[src/rtl/interp2_upsampler.sv]
`default_nettype none
// ============================================================================
// Module      : interp2_upsampler
// Description : Zero-stuffing x2 upsampler feeding the halfband FIR. Buffers
//               low-rate samples in a small FIFO and emits one sample per
//               clock, alternating data and stuffed zeros, with optional
//               saturating x2 gain.
// Revision    : 1.0 - initial release
// ============================================================================
module interp2_upsampler #(
    parameter int DATA_W     = 14,
    parameter int FIFO_DEPTH = 4,
    parameter int GAIN_SHIFT = 1
) (
    input  logic              clk,
    input  logic              reset,
    input  logic [DATA_W-1:0] in_data,
    input  logic              in_valid,
    output logic              in_ready,
    input  logic              enable,
    output logic [DATA_W-1:0] Y,
    output logic              out_phase,
    output logic              out_active,
    output logic              underflow,
    input  logic              underflow_clr,
    output logic [2:0]        fifo_level
);

    localparam int c_PTR_W = (FIFO_DEPTH > 1) ? $clog2(FIFO_DEPTH) : 1;

    localparam logic [1:0] c_ST_IDLE  = 2'd0;
    localparam logic [1:0] c_ST_PRIME = 2'd1;
    localparam logic [1:0] c_ST_RUN   = 2'd2;

    // FIFO storage and bookkeeping
    logic [DATA_W-1:0]  r_mem [FIFO_DEPTH];
    logic [c_PTR_W-1:0] r_wr_ptr;
    logic [c_PTR_W-1:0] r_rd_ptr;
    logic [2:0]         r_level;

    // FSM state; r_phase selects data (0) or stuffed-zero (1) slot in RUN
    logic [1:0] r_state;
    logic       r_phase;
    logic [1:0] w_state_nxt;
    logic       w_phase_nxt;

    // Registered outputs and their next values
    logic [DATA_W-1:0] r_y;
    logic              r_out_phase;
    logic              r_out_active;
    logic              r_underflow;
    logic [DATA_W-1:0] w_y_nxt;
    logic              w_out_phase_nxt;
    logic              w_out_active_nxt;
    logic              w_uf_set;

    logic              w_push;
    logic              w_pop;
    logic              w_empty;
    logic [DATA_W-1:0] w_head;
    logic [DATA_W-1:0] w_gain;

    // Ready looks only at the stored level, never at a same-cycle pop
    assign in_ready   = (r_level != 3'(FIFO_DEPTH));
    assign w_push     = in_valid & in_ready;
    assign w_empty    = (r_level == 3'd0);
    assign w_head     = r_mem[r_rd_ptr];
    assign fifo_level = r_level;
    assign Y          = r_y;
    assign out_phase  = r_out_phase;
    assign out_active = r_out_active;
    assign underflow  = r_underflow;

    generate
        if (GAIN_SHIFT != 0) begin : g_gain_x2
            // Doubling overflows exactly when the two top bits differ
            logic w_ovf;
            assign w_ovf = w_head[DATA_W-1] ^ w_head[DATA_W-2];
            // Shift left by one, clamping to the signed range on overflow
            always_comb begin
                w_gain = {w_head[DATA_W-2:0], 1'b0};
                if (w_ovf) begin
                    w_gain = w_head[DATA_W-1] ? {1'b1, {(DATA_W-1){1'b0}}}
                                              : {1'b0, {(DATA_W-1){1'b1}}};
                end
            end
        end else begin : g_gain_x1
            assign w_gain = w_head;
        end
    endgenerate

    // Sample storage; contents need no reset because the pointers gate reads
    always_ff @(posedge clk) begin
        if (w_push) begin
            r_mem[r_wr_ptr] <= in_data;
        end
    end

    // FIFO pointers and occupancy
    always_ff @(posedge clk or negedge reset) begin
        if (!reset) begin
            r_wr_ptr <= '0;
            r_rd_ptr <= '0;
            r_level  <= 3'd0;
        end else begin
            if (w_push) r_wr_ptr <= r_wr_ptr + 1'b1;
            if (w_pop)  r_rd_ptr <= r_rd_ptr + 1'b1;
            case ({w_push, w_pop})
                2'b10:   r_level <= r_level + 3'd1;
                2'b01:   r_level <= r_level - 3'd1;
                default: r_level <= r_level;
            endcase
        end
    end

    // FSM state register
    always_ff @(posedge clk or negedge reset) begin
        if (!reset) begin
            r_state <= c_ST_IDLE;
            r_phase <= 1'b0;
        end else begin
            r_state <= w_state_nxt;
            r_phase <= w_phase_nxt;
        end
    end

    // FSM next state; disable is only honoured after a zero slot
    always_comb begin
        w_state_nxt = r_state;
        w_phase_nxt = r_phase;
        case (r_state)
            c_ST_IDLE: begin
                w_phase_nxt = 1'b0;
                if (enable) w_state_nxt = c_ST_PRIME;
            end
            c_ST_PRIME: begin
                w_phase_nxt = 1'b0;
                if (!enable)                w_state_nxt = c_ST_IDLE;
                else if (r_level >= 3'd2)   w_state_nxt = c_ST_RUN;
            end
            c_ST_RUN: begin
                if (!r_phase) begin
                    if (w_empty) begin
                        w_state_nxt = c_ST_PRIME;
                        w_phase_nxt = 1'b0;
                    end else begin
                        w_phase_nxt = 1'b1;
                    end
                end else begin
                    w_phase_nxt = 1'b0;
                    if (!enable) w_state_nxt = c_ST_IDLE;
                end
            end
            default: begin
                w_state_nxt = c_ST_IDLE;
                w_phase_nxt = 1'b0;
            end
        endcase
    end

    // FSM outputs: pop and next output values for the current slot
    always_comb begin
        w_pop            = 1'b0;
        w_y_nxt          = '0;
        w_out_phase_nxt  = 1'b0;
        w_out_active_nxt = 1'b0;
        w_uf_set         = 1'b0;
        if (r_state == c_ST_RUN) begin
            if (!r_phase) begin
                if (w_empty) begin
                    w_uf_set = 1'b1;
                end else begin
                    w_pop            = 1'b1;
                    w_y_nxt          = w_gain;
                    w_out_active_nxt = 1'b1;
                end
            end else begin
                w_out_phase_nxt  = 1'b1;
                w_out_active_nxt = 1'b1;
            end
        end
    end

    // Output registers; underflow set wins over a same-cycle clear
    always_ff @(posedge clk or negedge reset) begin
        if (!reset) begin
            r_y          <= '0;
            r_out_phase  <= 1'b0;
            r_out_active <= 1'b0;
            r_underflow  <= 1'b0;
        end else begin
            r_y          <= w_y_nxt;
            r_out_phase  <= w_out_phase_nxt;
            r_out_active <= w_out_active_nxt;
            if (w_uf_set)           r_underflow <= 1'b1;
            else if (underflow_clr) r_underflow <= 1'b0;
        end
    end

endmodule
`default_nettype wire
[config.mk]
export PLATFORM = sky130hd
export DESIGN_NAME = interp2_upsampler
export DESIGN_NICKNAME = d
export VERILOG_FILES = /design/src/rtl/interp2_upsampler.sv
export SDC_FILE = /design/constraint.sdc
export NUM_CORES = 1
export LEC_CHECK = 0
export BUFFER_PORTS_ARGS = -buffer_cell sky130_fd_sc_hd__clkbuf_2
export CAP_MARGIN = 5
export CORE_UTILIZATION = 35
export CTS_CLUSTER_SIZE = 8
export DETAILED_ROUTE_END_ITERATION = 7
export SYNTH_ARGS = -nofsm -noshare
export SYNTH_HDL_FRONTEND = slang
export SYNTH_SLANG_ARGS = --single-unit
[constraint.sdc]
create_clock -name clk -period 2.9 [get_ports clk]
set_input_delay 0.145 -clock clk [delete_from_list [all_inputs] [get_ports clk]]
set_output_delay 0.145 -clock clk [all_outputs]
set_load 0.005 [all_outputs]
==> parameters.txt, run 1 <==
Parameter                              Value

Run status
  Run status ... completed

Layout
  Fraction of layout cells with a size suffix above 1 ... 36.4%
  Number of nets in the finished design ... 257
  Area overhead of the layout relative to synthesis ... 15.5%
  Filler cell count ... 831
  Diodes inserted ... 0

Logic synthesis
  Count of state elements after synthesis ... 83
  Synthesized area per cell ... 18.2 um2
  Post-synth top flop ... sky130_fd_sc_hd__edfxtp_1
  Cell accounting for the most synthesized area ... sky130_fd_sc_hd__edfxtp_1
  Most repeated cell in the gate-level netlist after synthesis ... sky130_fd_sc_hd__edfxtp_1
  Synth top cells by count ... sky130_fd_sc_hd__edfxtp_1 (56), sky130_fd_sc_hd__dfrtp_1 (27), sky130_fd_sc_hd__mux4_2 (13), sky130_fd_sc_hd__nor2b_1 (12)
  Count of distinct cell types in the synthesized netlist ... 33
  Portion of the post-synthesis area used by sequential elements ... 71.5%
  Netlist area before placement ... 0.00330 mm2
  Number of enable flip-flop cells after synthesis ... 56
  Number of warnings issued by yosys ... 0
  Most area-consuming cells after synthesis ... sky130_fd_sc_hd__edfxtp_1 (51%), sky130_fd_sc_hd__dfrtp_1 (20%), sky130_fd_sc_hd__mux4_2 (8.9%), sky130_fd_sc_hd__nor3_2 (2.7%), sky130_fd_sc_hd__ha_1 (2.3%)
  Cell count after synthesis ... 181
  Share of synthesized registers carrying an async set or reset ... 32.5%
  Nets in the synthesized netlist ... 207
  Top cell type's share of synthesized area ... 51.0%

Setup path
  CP most frequent cell ... sky130_fd_sc_hd__buf_4
  CP startpoint kind ... register
  Number of buffer and inverter instances along the worst setup path ... 2
  Cell family with most CP delay ... multiplexers
  Sort of element at the end of the critical path ... register
  Data arrival, critical path ... 2510 ps
  Critical setup path kind ... register to register
  Max Fanout on Critical Path ... 14
  Worst path max stage delay ... 420 ps
  Critical Path RT ... 3120 ps
  Critical Path Slowest Stage Cell ... sky130_fd_sc_hd__ha_1
  Ordered cell list for the critical path ... buf_4, mux2i_1, mux2_2, ha_1, or2_1, o22ai_2, buf_4, nor3_1
  R2R Setup Slk ... 610 ps

Timing
  Minimum hold slack ... 18.9 ps
  Setup repair after global routing missed its margin ... false
  Number of setup violations in the final report ... 0
  Period utilisation layout ... 78.9%
  Maximum clock frequency ... 437 MHz
  Fin crit period ... 2290 ps
  Max-slew headroom at the worst pin ... 50.3%
  Post-Route Setup TNS ... 0 ps
  Total count of hold-check failures in the final report ... 0
  Number of pins with negative max-slew slack in the final report ... 0
  Worst-margin pin slew ... 745 ps
  Worst Skew ... 11.7 ps

Global route
  Largest net degree at the start of global routing ... 28
  Wire length of the first global-routing pass ... 8570 um
  Global router's overall resource usage ... 11.9%
  Number of global-route vias before repair ... 1634
  Overflow left after global routing ... 0
  Initial antenna violation count ... 0

Drt
  Post-route antenna net violation count ... 0
  Final routed DRC violation total ... 0
  Average detailed-routed wire length per instance ... 14.9 um
  Detailed Route Iter0 Violations ... 48
  Length of the first detailed-routing pass in iterations ... 4
  Total via count in the routed design ... 1593
  Aggregate routed wire length ... 5170 um
  Routed vias/inst ... 4.59

Clock tree
  H-Tree Depth ... 3
  TritonCTS clock tree ... yes
  Library cell used as clock root buffer ... sky130_fd_sc_hd__clkbuf_8
  Total clock buffers created by CTS ... 9
  Post-CTS Repair Setup Buffers ... 0
  CTS sink cnt ... 83
  Clock Latency Late Sink ... 340 ps
  CTS clk-pin slew, worst paths ... 90 ps
  Clock Tree Buf Depth ... 2

Place
  Placer congestion estimate ... 0.660
  Count of buffers inserted at the top-level ports ... 39
  Detail Placement HPWL ... 3610 um

Power and ir drop
  Switching Share ... 32.0%
  Internal power component ... 2.54 mW
  Maximum vdd drop ... 0.000265 V
  Pwr per Cell Area ... 981 mW/mm2
  Reg power frac ... 45.7%
  Clock network fraction of design power ... 19.8%
  P_sw ... 1.20 mW
  Combinational fraction of design power ... 34.6%
  Leakage Power ... 1.50 nW

Die
  Die Outline Area ... 0.00982 mm2
  IO Count ... 40
  Row cnt ... 35
  Std-Cell Core Area ... 0.00920 mm2
  Starting utilization of the core area ... 35.9%
  Die Height ... 99.1 um
  Horizontal extent of the die ... 99.1 um

Job
  Max-cap viol count ... 0

Min path
  Type of the most critical hold path ... primary input to register
cells in the final DEF (no fill, tap or decap):
master                          synthesis  routed
sky130_fd_sc_hd__or3b_4                 1       1
sky130_fd_sc_hd__inv_1                  9       9
sky130_fd_sc_hd__nor3_1                 4       4
sky130_fd_sc_hd__mux2i_1                3       3
sky130_fd_sc_hd__inv_6                  0       1
sky130_fd_sc_hd__and2_4                 1       1
sky130_fd_sc_hd__clkbuf_2               0      39
sky130_fd_sc_hd__or3_1                  1       1
sky130_fd_sc_hd__clkinv_4               0       1
sky130_fd_sc_hd__clkinv_1               0       2
sky130_fd_sc_hd__o22a_1                 1       1
sky130_fd_sc_hd__nor2_1                 5       5
sky130_fd_sc_hd__o22ai_2                1       1
sky130_fd_sc_hd__mux2_2                 1       1
sky130_fd_sc_hd__nand2b_1               3       3
sky130_fd_sc_hd__buf_4                  1       6
sky130_fd_sc_hd__edfxtp_1              56      56
sky130_fd_sc_hd__o21ai_0                2       2
sky130_fd_sc_hd__dlygate4sd3_1          0       2
sky130_fd_sc_hd__mux4_2                13      13
sky130_fd_sc_hd__mux2_4                 1       1
sky130_fd_sc_hd__nor3_2                 9       9
sky130_fd_sc_hd__clkbuf_8               0      10
sky130_fd_sc_hd__clkinvlp_4             0       2
sky130_fd_sc_hd__ha_1                   6       6
sky130_fd_sc_hd__dfrtp_1               27      27
sky130_fd_sc_hd__nand3b_1               1       1
sky130_fd_sc_hd__xor2_1                 3       3
sky130_fd_sc_hd__or2_1                  1       1
sky130_fd_sc_hd__fa_1                   1       1
sky130_fd_sc_hd__nand2_1                1       1
sky130_fd_sc_hd__nor4b_1                1       1
sky130_fd_sc_hd__and3_1                 4       4
sky130_fd_sc_hd__and2_1                 1       1
sky130_fd_sc_hd__xnor2_1                3       3
sky130_fd_sc_hd__nor4_1                 1       1
sky130_fd_sc_hd__nor2b_1               12      12
layout make-up:
cell class	instances	area, um2	share of cell area, %
flip-flops and latches	83	2360	61.9
multi-input cells	81	841	22.1
repair buffers	47	260	6.83
well taps	111	139	3.65
clock buffers	10	138	3.61
clock inverters	6	40.0	1.05
inverters	9	33.8	0.887
power groups by stage:
stage / clock (mW) / sequential (mW) / combinational (mW)
global route: 0.809 / 1.74 / 1.44
detailed placement: 0 / 1.74 / 1.32
finish: 0.738 / 1.71 / 1.29
floorplan: 0 / 1.70 / 0.995
CTS: 0.761 / 1.71 / 1.33
global placement: 0 / 1.73 / 1.31
kinds of logic (layout without fill, tap and decap cells):
logic type,Yosys count,count (layout),synth area share (%)
XOR/XNOR,6,6,1.59
AND/OR/NAND/NOR,46,46,9.48
AO/OA/AOI/OAI,4,4,0.948
flip-flops,83,83,71.5
multiplexers,18,18,10.6
adder cells (fa/ha/maj),7,7,2.88
buffers and inverters,17,72,3.03
sequential cells by signal, summed over array words and instances (netlist names), 2 cells and up:
register and cells:
r_wr_ptr 2, r_rd_ptr 2, r_mem 56, Y 14
r_state 2, fifo_level 3
per-layer routing:
layer / GRT usage [%] / routed length [um]
met2: 17.5 / 2330
met5: 0 / 0
met1: 16.0 / 2530
met3: 3.55 / 203
met4: 6.11 / 110
worst paths after layout:
kind | startpoint | to | cells past startpoint
max | r_rd_ptr[1] | Y[3] | 8
min | in_data[10] | r_mem[1][10] | 1
max reg2reg | r_rd_ptr[1] | Y[3] | 8
min reg2reg | underflow | underflow | 2
max in group asynchronous | reset | r_phase | 2
min in group asynchronous | reset | r_wr_ptr[1] | 2
timing repair:
action / in CTS / in global routing
endpoints found under the hold margin: 28 / 0
gates resized for setup: 0 / 0
hold buffers: 2 / 0
per-stage QoR:
step	setup WS [ps]	total power, mW	util [%]	instances	instance area [um2]
after floorplan	683	2.70	-	181	3300
after global routing	461	3.99	41.4	347	3810
after global placement	665	3.04	39.3	329	3610
after detailed placement	628	3.06	39.3	329	3610
after CTS	598	3.80	41.4	347	3810
final	610	3.74	41.4	347	3810
(Power assumes the default switching activity.)
==> run 2, diff against run 1 <==
ABC_AREA = 1   (was not set)
clock period = 2.1 ns   (was 2.9 ns; I/O delays follow)
==> parameters.txt, run 2 <==
Parameter                              Value

Die
  IO Count ... 40
  Horizontal extent of the die ... 99.7 um
  Die Outline Area ... 0.00993 mm2
  Die Height ... 99.7 um
  Row cnt ... 35
  Starting utilization of the core area ... 36.1%
  Std-Cell Core Area ... 0.00924 mm2

Job
  Max-cap viol count ... 0

Drt
  Average detailed-routed wire length per instance ... 12.9 um
  Routed vias/inst ... 4.42
  Length of the first detailed-routing pass in iterations ... 4
  Aggregate routed wire length ... 6210 um
  Final routed DRC violation total ... 0
  Post-route antenna net violation count ... 0
  Total via count in the routed design ... 2133
  Detailed Route Iter0 Violations ... 56

Global route
  Number of global-route vias before repair ... 2086
  Initial antenna violation count ... 0
  Largest net degree at the start of global routing ... 28
  Global router's overall resource usage ... 13.8%
  Wire length of the first global-routing pass ... 10200 um
  Overflow left after global routing ... 0

Setup path
  Critical Path RT ... 2330 ps
  Number of cells on the critical path ... 11
  Sort of element at the end of the critical path ... register
  Worst path max stage delay ... 410 ps
  Ordered cell list for the critical path ... inv_2, nand2_2, nor2_4, nand2_4, clkinv_4, ha_1, inv_1, fa_1, a21oi_1, o21ai_0, xor2_1
  Max Fanout on Critical Path ... 8
  CP startpoint kind ... register
  R2R cell count ... 11
  Data arrival, critical path ... 2150 ps
  Critical setup path kind ... register to register
  Number of buffer and inverter instances along the worst setup path ... 3
  Cell family with most CP delay ... adder cells
  Critical Path Slowest Stage Cell ... sky130_fd_sc_hd__dfrtp_1

Timing
  Max-slew headroom at the worst pin ... 55.7%
  Fin crit period ... 1920 ps
  Setup repair after global routing missed its margin ... false
  Number of pins with negative max-slew slack in the final report ... 0
  Number of setup violations in the final report ... 0
  Maximum clock frequency ... 522 MHz
  Worst Skew ... 10.9 ps
  Period utilisation layout ... 91.2%
  Worst-margin pin slew ... 664 ps
  Total count of hold-check failures in the final report ... 0
  Post-Route Setup TNS ... 0 ps

Layout
  Area overhead of the layout relative to synthesis ... 23.4%
  Number of nets in the finished design ... 375
  Most frequent standard cell in the layout excluding fill and tap cells ... sky130_fd_sc_hd__nor2_1
  Number of standard cells in the final layout excluding fillers ... 483
  Fraction of layout cells with a size suffix above 1 ... 26.3%
  Post-route cell area ... 0.00412 mm2
  Number of flip-flops in the largest register ... 56
  Diodes inserted ... 0
  Top library cells by usage in the layout, fill and taps aside ... sky130_fd_sc_hd__nor2_1 (64), sky130_fd_sc_hd__edfxtp_1 (56), sky130_fd_sc_hd__o21ai_0 (40)
  Biggest register ... r_mem

Place
  Placement Cell Area ... 0.00378 mm2
  Detail Placement HPWL ... 4190 um
  Count of buffers inserted at the top-level ports ... 39
  Placer congestion estimate ... 0.769
  Placed cell count ... 451

Clock tree
  Clock Tree Buf Depth ... 2
  Library cell used as clock root buffer ... sky130_fd_sc_hd__clkbuf_8
  Clock Latency Late Sink ... 350 ps
  Total clock buffers created by CTS ... 9
  CTS sink cnt ... 83
  TritonCTS clock tree ... yes
  Post-CTS Repair Setup Buffers ... 0
  H-Tree Depth ... 3
  CTS clk-pin slew, worst paths ... 80 ps

Logic synthesis
  Post-synth top flop ... sky130_fd_sc_hd__edfxtp_1
  Count of state elements after synthesis ... 83
  Synthesized area per cell ... 12.1 um2
  Netlist area before placement ... 0.00334 mm2
  Number of enable flip-flop cells after synthesis ... 56
  Top cell type's share of synthesized area ... 50.4%
  Share of synthesized registers carrying an async set or reset ... 32.5%
  Most area-consuming cells after synthesis ... sky130_fd_sc_hd__edfxtp_1 (50%), sky130_fd_sc_hd__dfrtp_1 (20%), sky130_fd_sc_hd__nor2_1 (7.2%), sky130_fd_sc_hd__o21ai_0 (6.0%), sky130_fd_sc_hd__ha_1 (2.2%)
  Most repeated cell in the gate-level netlist after synthesis ... sky130_fd_sc_hd__nor2_1
  Portion of the post-synthesis area used by sequential elements ... 70.6%
  Cell accounting for the most synthesized area ... sky130_fd_sc_hd__edfxtp_1
  Count of distinct cell types in the synthesized netlist ... 26
  Nets in the synthesized netlist ... 301
  Cell count after synthesis ... 275
  Number of warnings issued by yosys ... 0
  Synth top cells by count ... sky130_fd_sc_hd__nor2_1 (64), sky130_fd_sc_hd__edfxtp_1 (56), sky130_fd_sc_hd__o21ai_0 (40), sky130_fd_sc_hd__dfrtp_1 (27)

Run status
  Run status ... completed

Power and ir drop
  Switching Share ... 37.0%
  Leakage Power ... 1.72 nW
  Clock network fraction of design power ... 18.2%
  Total power ... 5.54 mW
  Internal power component ... 3.49 mW
  Pwr per Cell Area ... 1340 mW/mm2
  Maximum vdd drop ... 0.000433 V
  Reg power frac ... 42.0%
  Combinational fraction of design power ... 39.8%
  P_sw ... 2.05 mW

Min path
  Number of stages on the worst hold path ... 4
  Type of the most critical hold path ... primary input to register
-- run 2: changes by cell type after synthesis, moves of 4 or more --
cell / before / now
sky130_fd_sc_hd__nor2_1: 5 / 64
sky130_fd_sc_hd__o21ai_0: 2 / 40
sky130_fd_sc_hd__nand2_1: 1 / 16
sky130_fd_sc_hd__mux4_2: 13 / 0
sky130_fd_sc_hd__nor2b_1: 12 / 0
sky130_fd_sc_hd__nor2_2: 0 / 11
sky130_fd_sc_hd__nor3_2: 9 / 0
sky130_fd_sc_hd__inv_1: 9 / 16
sky130_fd_sc_hd__nand3_1: 0 / 5
sky130_fd_sc_hd__and3_1: 4 / 0
sky130_fd_sc_hd__nor3_1: 4 / 0
-- run 2: worst paths after layout --
path	slack (ps)	from	to
setup / recovery	180	r_state[0]	fifo_level[2]
hold / removal	170	in_valid	r_wr_ptr[1]
setup reg to reg	180	r_state[0]	fifo_level[2]
hold reg to reg	500	fifo_level[0]	fifo_level[0]
max in group asynchronous	1350	reset	Y[0]
min in group asynchronous	310	reset	underflow
-- run 2: logic make-up after synthesis --
kind of cell | after synthesis | share of synthesized area (%)
AO/OA/AOI/OAI | 47 | 7.08
XOR/XNOR | 4 | 1.05
adder cells (fa/ha/maj) | 7 | 2.85
buffers and inverters | 30 | 4.24
flip-flops | 83 | 70.6
AND/OR/NAND/NOR | 104 | 14.2
-- run 2: repair_timing --
item                      in CTS  in global routing
hold buffers                  16                  0
gates resized for setup        0                  0
hold endpoints to repair      84                  0
-- run 2: metal layers --
metal  wire, um  track usage [%]  vias up
li1           -                -     1072
met1       2850             17.5      999
met2       2990             22.4       54
met3        281             3.58        8
met4         92             6.11        0
met5          0                0        -
-- run 2: power by group through the flow --
| stage | clock, mW | sequential, mW | combinational, mW |
|---|---|---|---|
| final | 1.01 | 2.32 | 2.20 |
| after global routing | 1.12 | 2.36 | 2.50 |
| after CTS | 1.04 | 2.33 | 2.25 |
| after detailed placement | 0 | 2.36 | 2.22 |
| after global placement | 0 | 2.35 | 2.20 |
| after floorplan | 0 | 2.34 | 1.36 |
-- run 2: per-stage QoR --
| step | utilization (%) | hold slack (ps) | setup slack [ps] |
|---|---|---|---|
| 3_3_place_gp | 40.9 | 179 | 233 |
| 6_report | 44.6 | 172 | 184 |
| 5_1_grt | 44.6 | 183 | 49.9 |
| 4_1_cts | 44.6 | 155 | 174 |
| 2_1_floorplan | - | -191 | 170 |
| 3_5_place_dp | 40.9 | 180 | 177 |
-- run 2: layout make-up --
type                    instances  area [um2]
inverters                      20        80.1
clock inverters                 7        52.6
multi-input cells             162         840
well taps                     129         161
fillers                       860        5120
clock buffers                   9         124
repair buffers                 73         503
flip-flops and latches         83        2360
-- run 2: tightest hold or removal path, cell delays in order --
cell and delay (ps):
sky130_fd_sc_hd__clkbuf_2 80, sky130_fd_sc_hd__nand2_1 80, sky130_fd_sc_hd__buf_4 150, sky130_fd_sc_hd__a21oi_1 70
